--- src/rtl/draw_pkg.sv ---
// Shared types and constants for the frame draw sequencer.
// The enemy state exists only when DRAW_SCHED_ENEMY_LAYER_EN is defined.
package draw_pkg;

    localparam int DEF_X_W      = 9;
    localparam int DEF_Y_W      = 8;
    localparam int DEF_COLOUR_W = 3;

    localparam int SCREEN_W      = 320;
    localparam int SCREEN_H      = 240;
    localparam int SCREEN_PIXELS = SCREEN_W * SCREEN_H;

    localparam logic [1:0] LAYER_NONE  = 2'd0;
    localparam logic [1:0] LAYER_MAP   = 2'd1;
    localparam logic [1:0] LAYER_LINK  = 2'd2;
    localparam logic [1:0] LAYER_ENEMY = 2'd3;

    typedef enum logic [2:0] {
        S_IDLE,
        S_MAP,
        S_LINK,
`ifdef DRAW_SCHED_ENEMY_LAYER_EN
        S_ENEMY,
`endif
        S_DONE
    } state_t;

    function automatic logic [1:0] layer_of(input state_t s);
        logic [1:0] l;
        l = LAYER_NONE;
        case (s)
            S_MAP:   l = LAYER_MAP;
            S_LINK:  l = LAYER_LINK;
`ifdef DRAW_SCHED_ENEMY_LAYER_EN
            S_ENEMY: l = LAYER_ENEMY;
`endif
            default: l = LAYER_NONE;
        endcase
        return l;
    endfunction

endpackage

--- src/rtl/layer_watchdog.sv ---
// Per-layer cycle counter; expire pulses on the last permitted cycle.
module layer_watchdog #(
    parameter int WDOG_CYCLES = 131072
) (
    input  logic clock,
    input  logic reset,
    input  logic clear,
    input  logic enable,
    output logic expire
);

    localparam int CW = (WDOG_CYCLES > 2) ? $clog2(WDOG_CYCLES) : 1;
    localparam logic [CW-1:0] LAST = CW'(WDOG_CYCLES - 1);

    logic [CW-1:0] count;

    always_ff @(posedge clock or negedge reset) begin
        if (!reset) begin
            count <= '0;
        end else if (clear) begin
            count <= '0;
        end else if (enable) begin
            count <= count + CW'(1);
        end
    end

    assign expire = enable && (count == LAST);

endmodule

--- src/rtl/draw_scheduler.sv ---
// Painter's-order layer sequencer and VGA write arbiter.
// Optional enemy layer: define DRAW_SCHED_ENEMY_LAYER_EN.
module draw_scheduler
    import draw_pkg::*;
#(
    parameter int X_W         = DEF_X_W,
    parameter int Y_W         = DEF_Y_W,
    parameter int COLOUR_W    = DEF_COLOUR_W,
    parameter int WDOG_CYCLES = 131072
) (
    input  logic                clock,
    input  logic                reset,
    input  logic                frame_req,
    input  logic [X_W-1:0]      map_x,
    input  logic [Y_W-1:0]      map_y,
    input  logic [COLOUR_W-1:0] map_colour,
    input  logic                map_write,
    input  logic                map_done,
    input  logic [X_W-1:0]      link_x,
    input  logic [Y_W-1:0]      link_y,
    input  logic [COLOUR_W-1:0] link_colour,
    input  logic                link_write,
    input  logic                link_done,
`ifdef DRAW_SCHED_ENEMY_LAYER_EN
    input  logic [X_W-1:0]      enemy_x,
    input  logic [Y_W-1:0]      enemy_y,
    input  logic [COLOUR_W-1:0] enemy_colour,
    input  logic                enemy_write,
    input  logic                enemy_done,
    output logic                enemy_en,
`endif
    output logic                map_en,
    output logic                link_en,
    output logic [X_W-1:0]      vga_x,
    output logic [Y_W-1:0]      vga_y,
    output logic [COLOUR_W-1:0] vga_colour,
    output logic                vga_write,
    output logic                busy,
    output logic                frame_done,
    output logic                err_timeout
);

    state_t state, state_n;
    logic   pending, pending_n;
    logic [1:0] layer;
    logic   in_layer;
    logic   expire;
    logic   advance;

    logic                src_write;
    logic                src_done;
    logic [X_W-1:0]      src_x;
    logic [Y_W-1:0]      src_y;
    logic [COLOUR_W-1:0] src_colour;

    assign layer    = layer_of(state);
    assign in_layer = (layer != LAYER_NONE);
    assign advance  = in_layer && (src_done || expire);

    // Only the layer owning the current state reaches the VGA stage.
    always_comb begin
        src_write  = 1'b0;
        src_done   = 1'b0;
        src_x      = '0;
        src_y      = '0;
        src_colour = '0;
        case (layer)
            LAYER_MAP: begin
                src_write  = map_write;
                src_done   = map_done;
                src_x      = map_x;
                src_y      = map_y;
                src_colour = map_colour;
            end
            LAYER_LINK: begin
                src_write  = link_write;
                src_done   = link_done;
                src_x      = link_x;
                src_y      = link_y;
                src_colour = link_colour;
            end
`ifdef DRAW_SCHED_ENEMY_LAYER_EN
            LAYER_ENEMY: begin
                src_write  = enemy_write;
                src_done   = enemy_done;
                src_x      = enemy_x;
                src_y      = enemy_y;
                src_colour = enemy_colour;
            end
`endif
            default: ;
        endcase
    end

    always_comb begin
        state_n   = state;
        pending_n = pending | (frame_req && (state != S_IDLE));
        unique case (state)
            S_IDLE: if (frame_req) state_n = S_MAP;
            S_MAP:  if (advance) state_n = S_LINK;
`ifdef DRAW_SCHED_ENEMY_LAYER_EN
            S_LINK:  if (advance) state_n = S_ENEMY;
            S_ENEMY: if (advance) state_n = S_DONE;
`else
            S_LINK:  if (advance) state_n = S_DONE;
`endif
            S_DONE: begin
                // A request arriving in DONE is consumed immediately.
                if (pending || frame_req) begin
                    state_n   = S_MAP;
                    pending_n = 1'b0;
                end else begin
                    state_n = S_IDLE;
                end
            end
            default: state_n = S_IDLE;
        endcase
    end

    layer_watchdog #(
        .WDOG_CYCLES(WDOG_CYCLES)
    ) u_wdog (
        .clock (clock),
        .reset (reset),
        .clear (state_n != state),
        .enable(in_layer),
        .expire(expire)
    );

    always_ff @(posedge clock or negedge reset) begin
        if (!reset) begin
            state       <= S_IDLE;
            pending     <= 1'b0;
            map_en      <= 1'b0;
            link_en     <= 1'b0;
`ifdef DRAW_SCHED_ENEMY_LAYER_EN
            enemy_en    <= 1'b0;
`endif
            busy        <= 1'b0;
            frame_done  <= 1'b0;
            err_timeout <= 1'b0;
            vga_write   <= 1'b0;
            vga_x       <= '0;
            vga_y       <= '0;
            vga_colour  <= '0;
        end else begin
            state       <= state_n;
            pending     <= pending_n;
            map_en      <= (state_n == S_MAP);
            link_en     <= (state_n == S_LINK);
`ifdef DRAW_SCHED_ENEMY_LAYER_EN
            enemy_en    <= (state_n == S_ENEMY);
`endif
            busy        <= (state_n != S_IDLE);
            frame_done  <= (state_n == S_DONE);
            err_timeout <= err_timeout | expire;
            vga_write   <= src_write;
            if (src_write) begin
                vga_x      <= src_x;
                vga_y      <= src_y;
                vga_colour <= src_colour;
            end
        end
    end

endmodule

--- config.mk ---
export PLATFORM = sky130hd
export DESIGN_NAME = draw_scheduler
export DESIGN_NICKNAME = d
export VERILOG_FILES = /design/src/rtl/draw_pkg.sv /design/src/rtl/layer_watchdog.sv /design/src/rtl/draw_scheduler.sv
export SDC_FILE = /design/constraint.sdc
export NUM_CORES = 1
export LEC_CHECK = 0
export CAP_MARGIN = 10
export CORE_ASPECT_RATIO = 1.2
export CORE_MARGIN = 8
export CORE_UTILIZATION = 40
export DETAILED_ROUTE_END_ITERATION = 16
export GPL_TIMING_DRIVEN = 0
export PLACE_DENSITY = 0.71
export SYNTH_ARGS = -nofsm -noshare
export SYNTH_HDL_FRONTEND = slang
export SYNTH_SLANG_ARGS = --single-unit
--- constraint.sdc ---
create_clock -name clock -period 4.9 [get_ports clock]
set_clock_uncertainty 0.1 [all_clocks]
set_input_delay 0.98 -clock clock [delete_from_list [all_inputs] [get_ports clock]]
set_output_delay 0.98 -clock clock [all_outputs]
set_load 0.1 [all_outputs]
==> reports/qor.txt <==
Status: complete, no violations
Crit path arrival time: 3.08 ns
CTS Buf Count: 5
Fin. max-slew vios: 0
CTS tree: built
Layout area overhead: 40.2%
Placer Congestion: 0.831
First-pass GRT wire length: 9.87 mm
Hold Violations, Final: 0
Die height: 98.0 um
Startpoint class of the critical path: register
Static leakage power: 1.28 nW
PortBufs: 72
# IOs: 73
Nets: 362
GRT Util Overall: 14.3%
DR vias: 1973
Row Count: 30
Peak VDD IR: 0.000141 V
Post-DP HPWL: 4.31 mm
Fraction of layout cells with a size suffix above 1: 5.14%
Post-cts resize count: 0
Setup Viol. Count Final: 0
Number of global-route vias before repair: 2076
WL/cell: 15.1 um
Iter 0 DRT Violations: 117
H-tree levels: 2
Core area: 5520 um2
Worst Path Required: 4.99 ns
Worst slack, placed: 1.86 ns
Clock sink total: 47
Largest net degree at the start of global routing: 26
Worst-Margin Slew: 1.01 ns
Post-route setup slack: 1.90 ns
Post-Synthesis Cells: 230
Power density over the cells: 272 nW/um2
Clk pin slew, worst setup/hold paths: 0.09 ns
Via/cell ratio: 5.26
Clk_lat worst skew: 0.30 ns
Setup repair bufs after CTS: 0
DRC errors left: 0
Root Buffer: clkbuf_8
Drt first pass iters: 4
CTS Hold Bufs: 0
Avg Cell Area, Syn: 9.75 um2
RSZ-0062 raised after global routing: false
Slew Limit Headroom: 32.7%
Final worst path period need: 3.00 ns
Netlist cell types: 35
Max-Cap Viols: 0
Syn. warnings: 0
Initial Utilization: 40.6%
Tcrit/Tclk final: 61.1%
Type of destination of the critical path: register
Synthesized Nets: 282
Synth Register Bits: 47
CP Max Fanout: 10
Final WL: 5.66 mm
Setup CP Type: register to register
CTS Buffer Depth: 2
Die area: 8270 um2
Netlist Area Pre-Place: 2240 um2
Fmax: 334 MHz
Chip width: 84.3 um
Setup TNS: 0 ns
GRT overflow: 0
Post-DRT Antenna Nets: 0
Hold WC Path Type: register to register
Number of diodes: 0
Seq/Total Area, Yosys: 52.5%
Initial antenna violation count: 0
## layout make-up
| class | count | area [um2] |
|---|---|---|
| clock buffer | 6 | 72.6 |
| clock inverter | 2 | 12.5 |
| sequential | 47 | 1180 |
| multi-input combinational | 160 | 976 |
| buffer | 13 | 52.6 |
| fill | 488 | 2370 |
| timing repair buffer | 73 | 736 |
| tap | 64 | 80.1 |
| inverter | 10 | 37.5 |
## synth_stat cells (all sizes together)
| cell type | instances | area (um2) |
|---|---|---|
| a211oi | 1 | 7.51 |
| a21oi | 6 | 30.0 |
| a221oi | 1 | 15.0 |
| a22o | 2 | 17.5 |
| a22oi | 20 | 150 |
| a31oi | 1 | 6.26 |
| buf | 4 | 18.8 |
| clkbuf | 9 | 33.8 |
| conb | 1 | 3.75 |
| dfrtp | 47 | 1180 |
| ha | 5 | 62.6 |
| inv | 10 | 37.5 |
| mux2i | 3 | 30.0 |
| nand2 | 24 | 90.1 |
| nand2b | 3 | 18.8 |
| nand3 | 7 | 35.0 |
| nand3b | 1 | 11.3 |
| nand4 | 3 | 33.8 |
| nor2 | 22 | 82.6 |
| nor2b | 4 | 25.0 |
| nor3 | 4 | 20.0 |
| nor4 | 6 | 37.5 |
| o21a | 1 | 7.51 |
| o21ai | 23 | 115 |
| o22ai | 1 | 6.26 |
| o31ai | 1 | 7.51 |
| o32ai | 1 | 8.76 |
| or2 | 2 | 12.5 |
| or3 | 2 | 12.5 |
| or4 | 2 | 15.0 |
| xnor2 | 11 | 96.3 |
| xor2 | 2 | 17.5 |
## per-stage QoR
step	cell area [um2]	total power [mW]	utilization [%]	hold WS, ns	instances
after detailed placement	3060	0.627	55.4	0.361	367
after floorplan	2240	0.542	-	0.389	230
final	3140	0.854	57.0	0.375	375
after CTS	3140	0.862	57.0	0.383	375
after global placement	3040	0.624	55.1	0.354	366
after global routing	3140	0.891	57.0	0.410	375
## report_power, final
group	total, mW	switching [mW]	leakage (nW)	internal (mW)
registers	0.409	0.00793	0.642	0.402
clock network	0.235	0.135	0.0412	0.100
logic	0.209	0.140	0.596	0.0695
total	0.854	0.283	1.28	0.571
## critical path, cell delays in order, from the launching register on
cell and delay, ns:
dfrtp_1 0.33, clkbuf_1 0.33, nand3_1 0.25, ha_1 0.28, buf_2 0.18, nor2b_1 0.22
a21oi_1 0.15, a221oi_2 0.62, buf_2 0.34, nor2_1 0.08
## placed cells by master, fill, tap and decap left out, drive strengths merged, types with 2 or more instances in the layout
master         synthesis  routed
clkdlybuf4s50          0      71
or2                    2       2
a22oi                 20      20
nand4                  3       3
nand3                  7       7
nor2b                  4       4
inv                   10      10
nor4                   6       6
nor2                  22      22
nor3                   4       4
buf                    4       6
or4                    2       2
xnor2                 11      11
o21ai                 23      23
ha                     5       5
nand2b                 3       3
nand2                 24      24
or3                    2       2
mux2i                  3       3
xor2                   2       2
a22o                   2       2
a21oi                  6       6
dfrtp                 47      47
clkbuf                 9      15
## state kept, by name, indices dropped and copies added, names as in the netlist
name,count
busy,1
u_wdog.count,17
frame_done,1
pending,1
state,3
vga_write,1
map_en,1
vga_x,9
vga_y,8
vga_colour,3
err_timeout,1
link_en,1
## logic make-up after synthesis
logic type,after synthesis,share of synthesized area [%]
AO/OA/AOI/OAI,58,16.6
XOR/XNOR,13,5.08
adder cells (fa/ha/maj),5,2.79
buffers and inverters,23,4.02
flip-flops,47,52.5
multiplexers,3,1.34
other,1,0.167
AND/OR/NAND/NOR,80,17.6
## per-layer routing
layer  global-route usage, %  part of all wire [%]  vias up
met5                       0                     0        -
met4                    3.93                   1.1        0
met3                    7.49                    11        5
met2                    21.3                    46       73
met1                    17.5                    42      929
li1                        -                     -      966
## final timing paths
path | startpoint | to | slack [ns] | cells past startpoint
setup / recovery | state[0] | u_wdog.count[8] | 1.90 | 9
hold reg to reg | err_timeout | err_timeout | 0.37 | 1
hold / removal | err_timeout | err_timeout | 0.37 | 1
min in group asynchronous | reset | u_wdog.count[13] | 0.55 | 1
max in group asynchronous | reset | vga_y[6] | 3.63 | 2
setup reg to reg | state[0] | u_wdog.count[8] | 1.90 | 9
(Power assumes the default switching activity.)
